--- src/rtl/pwm_pkg.sv ---
// Shared definitions for the PWM duty path: duty width, counter wrap value
// and the sequencer state encoding.
package pwm_pkg;

    localparam int DUTY_W  = 6;
    localparam int PWM_MAX = 50;

    typedef logic [DUTY_W-1:0]      duty_t;
    typedef logic signed [DUTY_W:0] duty_ext_t;

    typedef enum logic [1:0] {
        IDLE = 2'd0,
        RAMP = 2'd1,
        OFF  = 2'd2
    } estado_t;

endpackage

--- src/rtl/pwm_duty_sequencer_if.sv ---
// Control/status bundle between the duty sequencer and its environment
// (period tick, enable, pushbuttons in; duty word and status out).
interface pwm_duty_sequencer_if;

    logic                       Tick_Periodo;
    logic                       Enable;
    logic                       Boton_Up;
    logic                       Boton_Down;
    logic [pwm_pkg::DUTY_W-1:0] Q;
    logic [pwm_pkg::DUTY_W-1:0] Objetivo;
    logic                       Busy;
    logic                       Limite;

    modport master (
        output Tick_Periodo, Enable, Boton_Up, Boton_Down,
        input  Q, Objetivo, Busy, Limite
    );

    modport slave (
        input  Tick_Periodo, Enable, Boton_Up, Boton_Down,
        output Q, Objetivo, Busy, Limite
    );

endinterface

--- src/rtl/pwm_boton_repeat.sv ---
// One pushbutton: rising-edge event plus auto-repeat every REPEAT_PER
// period ticks while held alone. Event is a one-CLK combinational pulse.
module pwm_boton_repeat #(
    parameter int REPEAT_PER = 25
) (
    input  logic CLK,
    input  logic Reset,
    input  logic tick,
    input  logic boton,
    input  logic otro,
    output logic evento
);

    localparam int CNT_W = $clog2(REPEAT_PER + 1);

    logic             prev;
    logic [CNT_W-1:0] cnt;
    logic             solo;
    logic             rep;

    // Holding the other button at the same time masks events and repeats.
    assign solo   = boton & ~otro;
    assign rep    = tick && (cnt == CNT_W'(REPEAT_PER - 1));
    assign evento = solo & (~prev | rep);

    always_ff @(posedge CLK) begin
        if (!Reset) begin
            prev <= 1'b0;
            cnt  <= '0;
        end else begin
            prev <= boton;
            if (!solo)
                cnt <= '0;
            else if (tick)
                cnt <= rep ? '0 : cnt + 1'b1;
        end
    end

endmodule

--- src/rtl/pwm_duty_sequencer.sv ---
// Pushbutton-driven duty target with period-aligned unit-step ramping of
// the applied duty word Q.
//
//   state | meaning
//   IDLE  | Q equals effective target; Busy low
//   RAMP  | Q steps 1 toward target every RAMP_DIV period ticks
//   OFF   | Enable low; Q forced to 0 on the next period tick
module pwm_duty_sequencer
    import pwm_pkg::*;
#(
    parameter int MAX_DUTY   = PWM_MAX,
    parameter int STEP       = 5,
    parameter int RAMP_DIV   = 4,
    parameter int REPEAT_PER = 25
) (
    input logic                 CLK,
    input logic                 Reset,
    pwm_duty_sequencer_if.slave bus
);

    localparam int        DIV_W  = $clog2(RAMP_DIV + 1);
    localparam duty_ext_t STEP_S = duty_ext_t'(STEP);
    localparam duty_ext_t MAX_S  = duty_ext_t'(MAX_DUTY);
    localparam duty_t     MAX_Q  = duty_t'(MAX_DUTY);

    estado_t          estado;
    duty_t            q;
    duty_t            obj;
    duty_t            obj_nxt;
    duty_t            eff;
    duty_t            q_paso;
    duty_t            q_off;
    logic             busy;
    logic             limite;
    logic [DIV_W-1:0] div;
    logic             ev_up;
    logic             ev_dn;
    duty_ext_t        suma;
    duty_ext_t        resta;

    pwm_boton_repeat #(.REPEAT_PER(REPEAT_PER)) u_up (
        .CLK    (CLK),
        .Reset  (Reset),
        .tick   (bus.Tick_Periodo),
        .boton  (bus.Boton_Up),
        .otro   (bus.Boton_Down),
        .evento (ev_up)
    );

    pwm_boton_repeat #(.REPEAT_PER(REPEAT_PER)) u_dn (
        .CLK    (CLK),
        .Reset  (Reset),
        .tick   (bus.Tick_Periodo),
        .boton  (bus.Boton_Down),
        .otro   (bus.Boton_Up),
        .evento (ev_dn)
    );

    // Signed 7-bit intermediates so neither end can wrap.
    always_comb begin
        suma    = $signed({1'b0, obj}) + STEP_S;
        resta   = $signed({1'b0, obj}) - STEP_S;
        obj_nxt = obj;
        if (ev_up)
            obj_nxt = (suma > MAX_S) ? MAX_Q : duty_t'(suma);
        else if (ev_dn)
            obj_nxt = resta[DUTY_W] ? '0 : duty_t'(resta);
    end

    assign eff    = bus.Enable ? obj : '0;
    assign q_paso = (eff > q) ? q + duty_t'(1) : q - duty_t'(1);
    assign q_off  = bus.Tick_Periodo ? '0 : q;

    always_ff @(posedge CLK) begin
        if (!Reset) begin
            estado <= IDLE;
            q      <= '0;
            obj    <= '0;
            div    <= '0;
            busy   <= 1'b0;
            limite <= 1'b1;
        end else begin
            obj    <= obj_nxt;
            limite <= (obj_nxt == '0) || (obj_nxt == MAX_Q);
            case (estado)
                IDLE: begin
                    div <= '0;
                    if (!bus.Enable) begin
                        estado <= OFF;
                        busy   <= (q != '0);
                    end else if (q != eff) begin
                        estado <= RAMP;
                        busy   <= 1'b1;
                    end else begin
                        busy   <= 1'b0;
                    end
                end
                RAMP: begin
                    if (!bus.Enable) begin
                        estado <= OFF;
                        div    <= '0;
                        busy   <= (q != '0);
                    end else if (q == eff) begin
                        estado <= IDLE;
                        div    <= '0;
                        busy   <= 1'b0;
                    end else if (bus.Tick_Periodo) begin
                        // Divider keeps running across target changes.
                        if (div == DIV_W'(RAMP_DIV - 1)) begin
                            div <= '0;
                            q   <= q_paso;
                            if (q_paso == eff) begin
                                estado <= IDLE;
                                busy   <= 1'b0;
                            end else begin
                                busy   <= 1'b1;
                            end
                        end else begin
                            div  <= div + 1'b1;
                            busy <= 1'b1;
                        end
                    end else begin
                        busy <= 1'b1;
                    end
                end
                OFF: begin
                    div <= '0;
                    q   <= q_off;
                    if (bus.Enable) begin
                        estado <= (q_off != obj) ? RAMP : IDLE;
                        busy   <= (q_off != obj);
                    end else begin
                        busy   <= (q_off != '0);
                    end
                end
                default: begin
                    estado <= IDLE;
                    div    <= '0;
                    busy   <= 1'b0;
                end
            endcase
        end
    end

    assign bus.Q        = q;
    assign bus.Objetivo = obj;
    assign bus.Busy     = busy;
    assign bus.Limite   = limite;

endmodule

--- src/flat_wrapper.sv ---
// flat-port wrapper written by rule: the top's interface ports become plain ports
module pwm_duty_sequencer_flat import pwm_pkg::*;
#(
    parameter int MAX_DUTY   = PWM_MAX,
    parameter int STEP       = 5,
    parameter int RAMP_DIV   = 4,
    parameter int REPEAT_PER = 25
)
  (CLK, Reset, bus_Tick_Periodo, bus_Enable, bus_Boton_Up, bus_Boton_Down, bus_Q, bus_Objetivo, bus_Busy, bus_Limite);
  pwm_duty_sequencer_if bus_i ();
  input logic CLK;
  input logic Reset;
  input wire logic [$bits(bus_i.Tick_Periodo)-1:0] bus_Tick_Periodo;
  input wire logic [$bits(bus_i.Enable)-1:0] bus_Enable;
  input wire logic [$bits(bus_i.Boton_Up)-1:0] bus_Boton_Up;
  input wire logic [$bits(bus_i.Boton_Down)-1:0] bus_Boton_Down;
  output wire logic [$bits(bus_i.Q)-1:0] bus_Q;
  output wire logic [$bits(bus_i.Objetivo)-1:0] bus_Objetivo;
  output wire logic [$bits(bus_i.Busy)-1:0] bus_Busy;
  output wire logic [$bits(bus_i.Limite)-1:0] bus_Limite;
  assign bus_i.Tick_Periodo = bus_Tick_Periodo;
  assign bus_i.Enable = bus_Enable;
  assign bus_i.Boton_Up = bus_Boton_Up;
  assign bus_i.Boton_Down = bus_Boton_Down;
  assign bus_Q = bus_i.Q;
  assign bus_Objetivo = bus_i.Objetivo;
  assign bus_Busy = bus_i.Busy;
  assign bus_Limite = bus_i.Limite;
  pwm_duty_sequencer #(.MAX_DUTY(MAX_DUTY), .STEP(STEP), .RAMP_DIV(RAMP_DIV), .REPEAT_PER(REPEAT_PER)) u_core (.CLK(CLK), .Reset(Reset), .bus(bus_i));
endmodule
--- config.mk ---
export PLATFORM = sky130hd
export DESIGN_NAME = pwm_duty_sequencer_flat
export DESIGN_NICKNAME = d
export VERILOG_FILES = /design/src/rtl/pwm_pkg.sv /design/src/rtl/pwm_duty_sequencer_if.sv /design/src/rtl/pwm_boton_repeat.sv /design/src/rtl/pwm_duty_sequencer.sv /design/src/flat_wrapper.sv
export SDC_FILE = /design/constraint.sdc
export NUM_CORES = 1
export LEC_CHECK = 0
export CAP_MARGIN = 30
export CORE_ASPECT_RATIO = 0.75
export CORE_MARGIN = 8
export CORE_UTILIZATION = 43
export CTS_CLUSTER_DIAMETER = 80
export DETAILED_ROUTE_END_ITERATION = 12
export GPL_TIMING_DRIVEN = 0
export MAX_ROUTING_LAYER = met4
export SYNTH_ARGS = -nofsm -noshare
export SYNTH_HDL_FRONTEND = slang
export SYNTH_SLANG_ARGS = --single-unit
--- constraint.sdc ---
create_clock -name CLK -period 8.1 [get_ports CLK]
set_clock_uncertainty 0.1 [all_clocks]
set_input_delay 1.62 -clock CLK [delete_from_list [all_inputs] [get_ports CLK]]
set_output_delay 1.62 -clock CLK [all_outputs]
set_load 0.02 [all_outputs]
# Yosys cells after proc, flatten, opt, wreduce, memory -nomap -nowiden
# Index checks and enable logic that the tools add are counted.
# totals
ff_bits	31
in_bits	6
output_inout_bits	14
elab_cells	98
# classes
n_addsub	7
n_lt_le_gt_ge	2
n_eq_ne	19
muxes	34
n_bitwise	13
n_reduce_logical	13
# op_table
cell	count
6-bit two-way mux	11
2-bit two-way mux	8
6-bit == test	2
6-bit != test	2
6-bit one-hot mux with 2 select lines	1
6-bit nonzero test	2
5-bit by 1-bit adder with 5-bit output (second input constant)	2
5-bit == test (second input constant)	2
5-bit two-way mux	2
5-bit AND reduction	2
1-bit two-way mux	9
2-bit != test (second input constant)	4
4-bit by 2-bit != test with 1-bit output (second input constant)	2
6-bit by 3-bit adder with 7-bit output (second input constant)	1
7-bit > comparator (second input constant)	1
1-bit inverter	7
6-bit by 3-bit subtractor with 7-bit output (second input constant)	1
6-bit by 1-bit adder with 6-bit output (second input constant)	1
6-bit == test (second input constant)	1
6-bit > comparator	1
6-bit logical NOT	1
2-bit one-hot mux with 3 select lines	1
6-bit by 1-bit subtractor with 6-bit output (second input constant)	1
1-bit bitwise AND	4
other kinds (16)	19

# Logic depth before layout (Yosys ltp)
# logic_depth
ltp_word	10
mapped_depth	16
ltp_nobuf	15

# Hierarchy
# From an unflattened synthesis, not the netlist that was laid out.
# unflattened
cells_unflattened	303
hier_area_um2	2441.1
# by_module_without_submodules
mod	instances	cells_each	area_each_um2	seq_area_each_um2
pwm_duty_sequencer	1	231	1830.5	380.4
pwm_boton_repeat	2	36	305.3	120.1

# Worst setup path after synthesis
# Ideal clock, no wire load.
# synth_timing
path_kind	input to register
start	in bus_Enable
end	reg u_core.busy (netlist: u_core.bus.Busy)
setup_ns	0.133
t_arrival_ns	4.652
t_required_ns	7.867
slack_ns	3.215
path_stages	15
n_path_buf	1
cell_sequence	clkbuf_1 > and2_1 > ha_1 > and4_1 > and3_1 > a21oi_2 > inv_1 > ha_1 > a21oi_1 > nand2_1 > a2111o_1 > o2111ai_1 > xnor3_1 > nor3_2 > a31oi_1
# synth_between
elab_chain_cells	10
word_cells_on_any_way	15
cone_classes	order compare (1); eq/ne (3); mux (11)
# synth_rtl
element	line_no	text
start, declared	flat_wrapper.sv:14	input wire logic [$bits(bus_i.Enable)-1:0] bus_Enable;
6-bit two-way mux	pwm_duty_sequencer.sv:70	assign eff = bus.Enable ? obj : '0;
6-bit > comparator	pwm_duty_sequencer.sv:71	assign q_paso = (eff > q) ? q + duty_t'(1) : q - duty_t'(1);
6-bit two-way mux	pwm_duty_sequencer.sv:71	
6-bit == test	pwm_duty_sequencer.sv:112	if (q_paso == eff) begin
1-bit two-way mux	pwm_duty_sequencer.sv:112	
1-bit two-way mux	pwm_duty_sequencer.sv:109	if (div == DIV_W'(RAMP_DIV - 1)) begin
1-bit two-way mux	pwm_duty_sequencer.sv:107	end else if (bus.Tick_Periodo) begin
1-bit two-way mux	pwm_duty_sequencer.sv:103	end else if (q == eff) begin
1-bit two-way mux	pwm_duty_sequencer.sv:99	if (!bus.Enable) begin
1-bit one-hot mux with 3 select lines (*)	pwm_duty_sequencer.sv:85	case (estado)
end signal, assigned	pwm_duty_sequencer.sv:90	busy <= (q != '0);
end signal, assigned	pwm_duty_sequencer.sv:102	busy <= (q != '0);
end signal, assigned	pwm_duty_sequencer.sv:131	busy <= (q_off != obj);
end, declared	pwm_duty_sequencer.sv:33	logic busy;
# Mark *: on every way between the ends. The rest lies on a longest branch, timed or not.
# A chain may end at the register's enable or synchronous reset.

# Worst setup path in the final report
# Ends and elaborated chain as after synthesis.

==> results list <==
- Entering global routing, the biggest net connects 11 pins.
* Number of instances in the synthesized netlist: 300
* Number of maximum-capacitance violations: 0
* Number of nets in the layout: about 350
- Global route overflow: 0
- Number of nets still failing antenna checks after routing: 0
- In this run the worst setup path begins at bus_Enable.
- In the routed layout, each cell is associated on average with a via count of between 5 and 6.
* CP max stage delay: 520 ps
* Fill count: 567
- At the later pin of the worst-skew pair, clock insertion delay measures roughly 280 ps.
- The detailed router finished its first iteration with 129 violations.
- Syn Nets: 326
- Synth top area cells: sky130_fd_sc_hd__dfxtp_1, sky130_fd_sc_hd__ha_1, sky130_fd_sc_hd__nor2_1, sky130_fd_sc_hd__xor2_1, sky130_fd_sc_hd__a21oi_1
- After clock tree synthesis, the clock-pin slew on the worst setup and hold paths is 60 ps.
- The cell area that synthesis handed to floorplanning was 2440 sq um.
* Pre-CTS setup slack: roughly 2200 ps
- Count of boundary I/O pins: 20
- TritonRoute pass-1 iters: 4
- Diodes inserted: 0
* Post-route design area: 2800 sq um
- Final Wtd Congestion: 0.863
- In this run the worst path has a maximum fanout of 10.
- Count of vias placed by the detailed router: 2161
- At the pin with the least slew margin, the transition time is about 540 ps.
- Once the clock tree was built, the resizer swapped 0 gates to a different size.
* Placement Cell Area: 2720 sq um
* Crit path buffers/inverters: 3
* Highest clock frequency the design can meet: about 180 MHz
- Category of the worst setup path capture point: register
- The worst hold path terminates at u_core.div[2]$_SDFFE_PP0P_.
* Total number of yosys warnings: 0
- Leading cell type by number of instances after synthesis: sky130_fd_sc_hd__dfxtp_1
- STA puts the critical path data required time at 8140 ps.
- Starting density of the core: 45.1%
* Sequential cell area fraction in the yosys report: 25.4%
* Worst path top cell family by delay: compound AO/OA/AOI/OAI gates
- Row count: 23
* Number of distinct library cells after synthesis: 67
- The final hold violation count came to 0.
- The layer flagged by global routing as most heavily used is met2.
- The tree is rooted in a sky130_fd_sc_hd__clkbuf_8.
- Lkg Pwr: 1.08 nW
* Number of failing setup endpoints in the final timing report: 0
* Ratio of cells with drive above 1 in the final layout: 9.48%
- The flow ran to the end, and the final reports show no timing, DRC or antenna violations.
* Count of H-tree levels built during CTS: 2
- Min cycle time layout: 5650 ps
- Leading cell types by count after synthesis: sky130_fd_sc_hd__dfxtp_1, sky130_fd_sc_hd__nor2_1, sky130_fd_sc_hd__inv_1, sky130_fd_sc_hd__nand2_1, sky130_fd_sc_hd__ha_1
- Hold Path Origin: u_core.div[2]$_SDFFE_PP0P_
* Type of origin of the critical path: input pin
- The first global-routing pass estimated between 9000 and 10000 um of wire.
* Initial antenna violation count: 0
- The wire-length estimate of the detail-placed layout is 4480 um.
* Fin Hold WS: 352 ps
- Total Die Area: about 8400 sq um
- Setup Fix Bufs, Post-CTS: 0
- Beginning of the worst register-to-register path: u_core.bus.Objetivo[4]$_SDFF_PN0_
* Number of global-route vias before repair: 1984
* Die Width: 103 um
- PortBufs: 19
- Prevailing post-synth register cell: sky130_fd_sc_hd__dfxtp_1
- On the critical path, the stage with the largest delay is an instance of sky130_fd_sc_hd__clkdlybuf4s50_1.
* Synth-to-layout area growth: 15.0%
- After detailed placement, the design holds a cell count of 394.
- For this run, asynchronously set or reset flops after synthesis account for 0%.
* Cell taking the most area after synthesis: sky130_fd_sc_hd__dfxtp_1
- Arrival time at the worst endpoint: 5690 ps
* Worst r2r path cells: 15
- The tightest min-delay check is of the reg -> reg type.
- Die outline height: between 80 and 90 um
- # clock sinks: 31
- Worst hold stages: 2
* List of cells traversed by the critical path: clkdlybuf4s50_1, clkbuf_1, and2_1, ha_1, and4_1, and3_1, a21oi_2, inv_1, ha_1, a21oi_1, nand2_1, a2111o_1, o2111ai_1, xnor3_1, nor3_2, a31oi_1
- Setup repair after global routing missed its margin: false
- Clk buf depth: 2
- In the post-route analysis, the smallest setup slack over all paths is 2450 ps.
- In this run the critical register-to-register path is captured at u_core.bus.Busy$_SDFF_PN0_.
* Hold-fix buffers, CTS: 0
- After detailed routing, the average wire length per cell comes to 14.7 um.
- Number of buffers created by CTS: 5
- The share of synthesized area in the top cell type comes to between 20% and 30%.
- For this run, the number of standard cells in the final layout without fillers is about 400.
* GRT met2 Usage: 22.2%
- Minimum setup slack among reg-to-reg paths: approximately 4000 ps
- After routing, the total negative slack on setup checks comes to 0 ps.
- Std-Cell Core Area: 5410 sq um
- In this run the mean area of a mapped cell was 8.13 sq um.
- Measured against its own limit, the worst slew margin works out to 64.2%.
- For this run, global-route usage on met1 was measured as 20.3%.
* Power Density: 133 nW/um^2
* Ratio of final minimum period to clock period: 69.7%
* Largest voltage drop on the vdd net: 0.0742 mV
- The number of pins with negative max-slew slack in the final report is 0.
- TritonCTS built the clock tree.
- In this design, the critical path's most frequently occurring cell is sky130_fd_sc_hd__ha_1.
* Crit Path Category: in -> reg
- Number of enable-type register cells in the synthesized netlist: 0
* GRT met3 Usage: 3.16%
- After synthesis the netlist holds a flip-flop and latch count of 31.
- GRT Resource Usage Total: 15.0%
- For this block, the routed nets add up to between 5000 and 6000 um of wire.
* Drt drc: 0
==> state kept, by name, indices dropped and copies added, names as in the netlist <==
name	flops
u_core.u_up.prev	1
u_core.u_up.cnt	5
u_core.bus.Limite	1
u_core.estado	2
u_core.bus.Busy	1
u_core.bus.Q	6
u_core.u_dn.prev	1
u_core.div	3
u_core.bus.Objetivo	6
u_core.u_dn.cnt	5
==> cell type report <==
class / count / area (sq um) / share of cell area (%)
Buffer: 12 / 72.6 / 2.59
Clock buffer: 7 / 76.3 / 2.72
Clock inverter: 1 / 5.00 / 0.178
Inverter: 22 / 82.6 / 2.95
Multi-Input combinational cell: 235 / 1660 / 59.3
Sequential cell: 31 / 621 / 22.1
Tap cell: 75 / 93.8 / 3.35
Timing Repair Buffer: 19 / 190 / 6.78
==> per-stage QoR <==
step	util (%)	power (mW)
finish	51.8	0.372
global route	51.8	0.393
CTS	51.8	0.376
detailed placement	50.3	0.258
global placement	50.3	0.257
floorplan	-	0.233
==> per-layer routing <==
layer  part of all wire (%)  vias to the layer above
li1                       -                     1112
met1                     53                     1008
met2                     43                       36
met3                    3.8                        5
met4                   0.68                        0
met5                      0                        -
==> tightest hold or removal path: cells and delay by family, from the launching register on <==
| kind | cells | cell delay [ps] |
|---|---|---|
| flip-flops | 1 | 320 |
| AND/OR/NAND/NOR | 2 | 90 |
==> how the worst max path moves through the flow <==
stage,to,slack [ps],depth (start not counted)
2_1_floorplan,u_core.bus.Busy$_SDFF_PN0_,3210,15
3_3_place_gp,u_core.bus.Busy$_SDFF_PN0_,2210,16
6_report,u_core.bus.Busy$_SDFF_PN0_,2450,16
3_5_place_dp,u_core.bus.Busy$_SDFF_PN0_,2180,16
4_1_cts,u_core.bus.Busy$_SDFF_PN0_,2470,16
5_1_grt,u_core.bus.Busy$_SDFF_PN0_,2180,16
==> cell families (layout without fill, tap and decap cells) <==
family / count (synthesis) / after routing / synth area share (%)
mux: 6 / 6 / 2.46
fa+ha+maj: 20 / 20 / 10.6
buf+inv: 34 / 61 / 6.36
simple gates: 126 / 126 / 29.7
compound gates: 64 / 64 / 18.1
xor+xnor: 19 / 19 / 7.39
flops: 31 / 31 / 25.4
==> cells in the final DEF (no fill, tap or decap), drive strengths merged, types with 5 or more instances in the layout <==
cell	instances
dfxtp	31
nor2	30
inv	21
nand2	20
a21oi	20
ha	19
clkdlybuf4s50	19
xor2	11
nand3	11
and2	10
o21ai	10
clkbuf	10
nor2b	9
nor3	9
buf	9
xnor2	7
a31oi	7
nand2b	6
mux2i	6
nand3b	5
nand4	5
==> power breakdown <==
| group | leakage [nW] | total, mW | switching (mW) | internal, mW |
|---|---|---|---|---|
| Clock | 0.0422 | 0.117 | 0.0563 | 0.0602 |
| Combinational | 0.787 | 0.0934 | 0.0529 | 0.0405 |
| Sequential | 0.252 | 0.162 | 0.00495 | 0.157 |
Note: power is estimated with default switching activity, not from simulation.
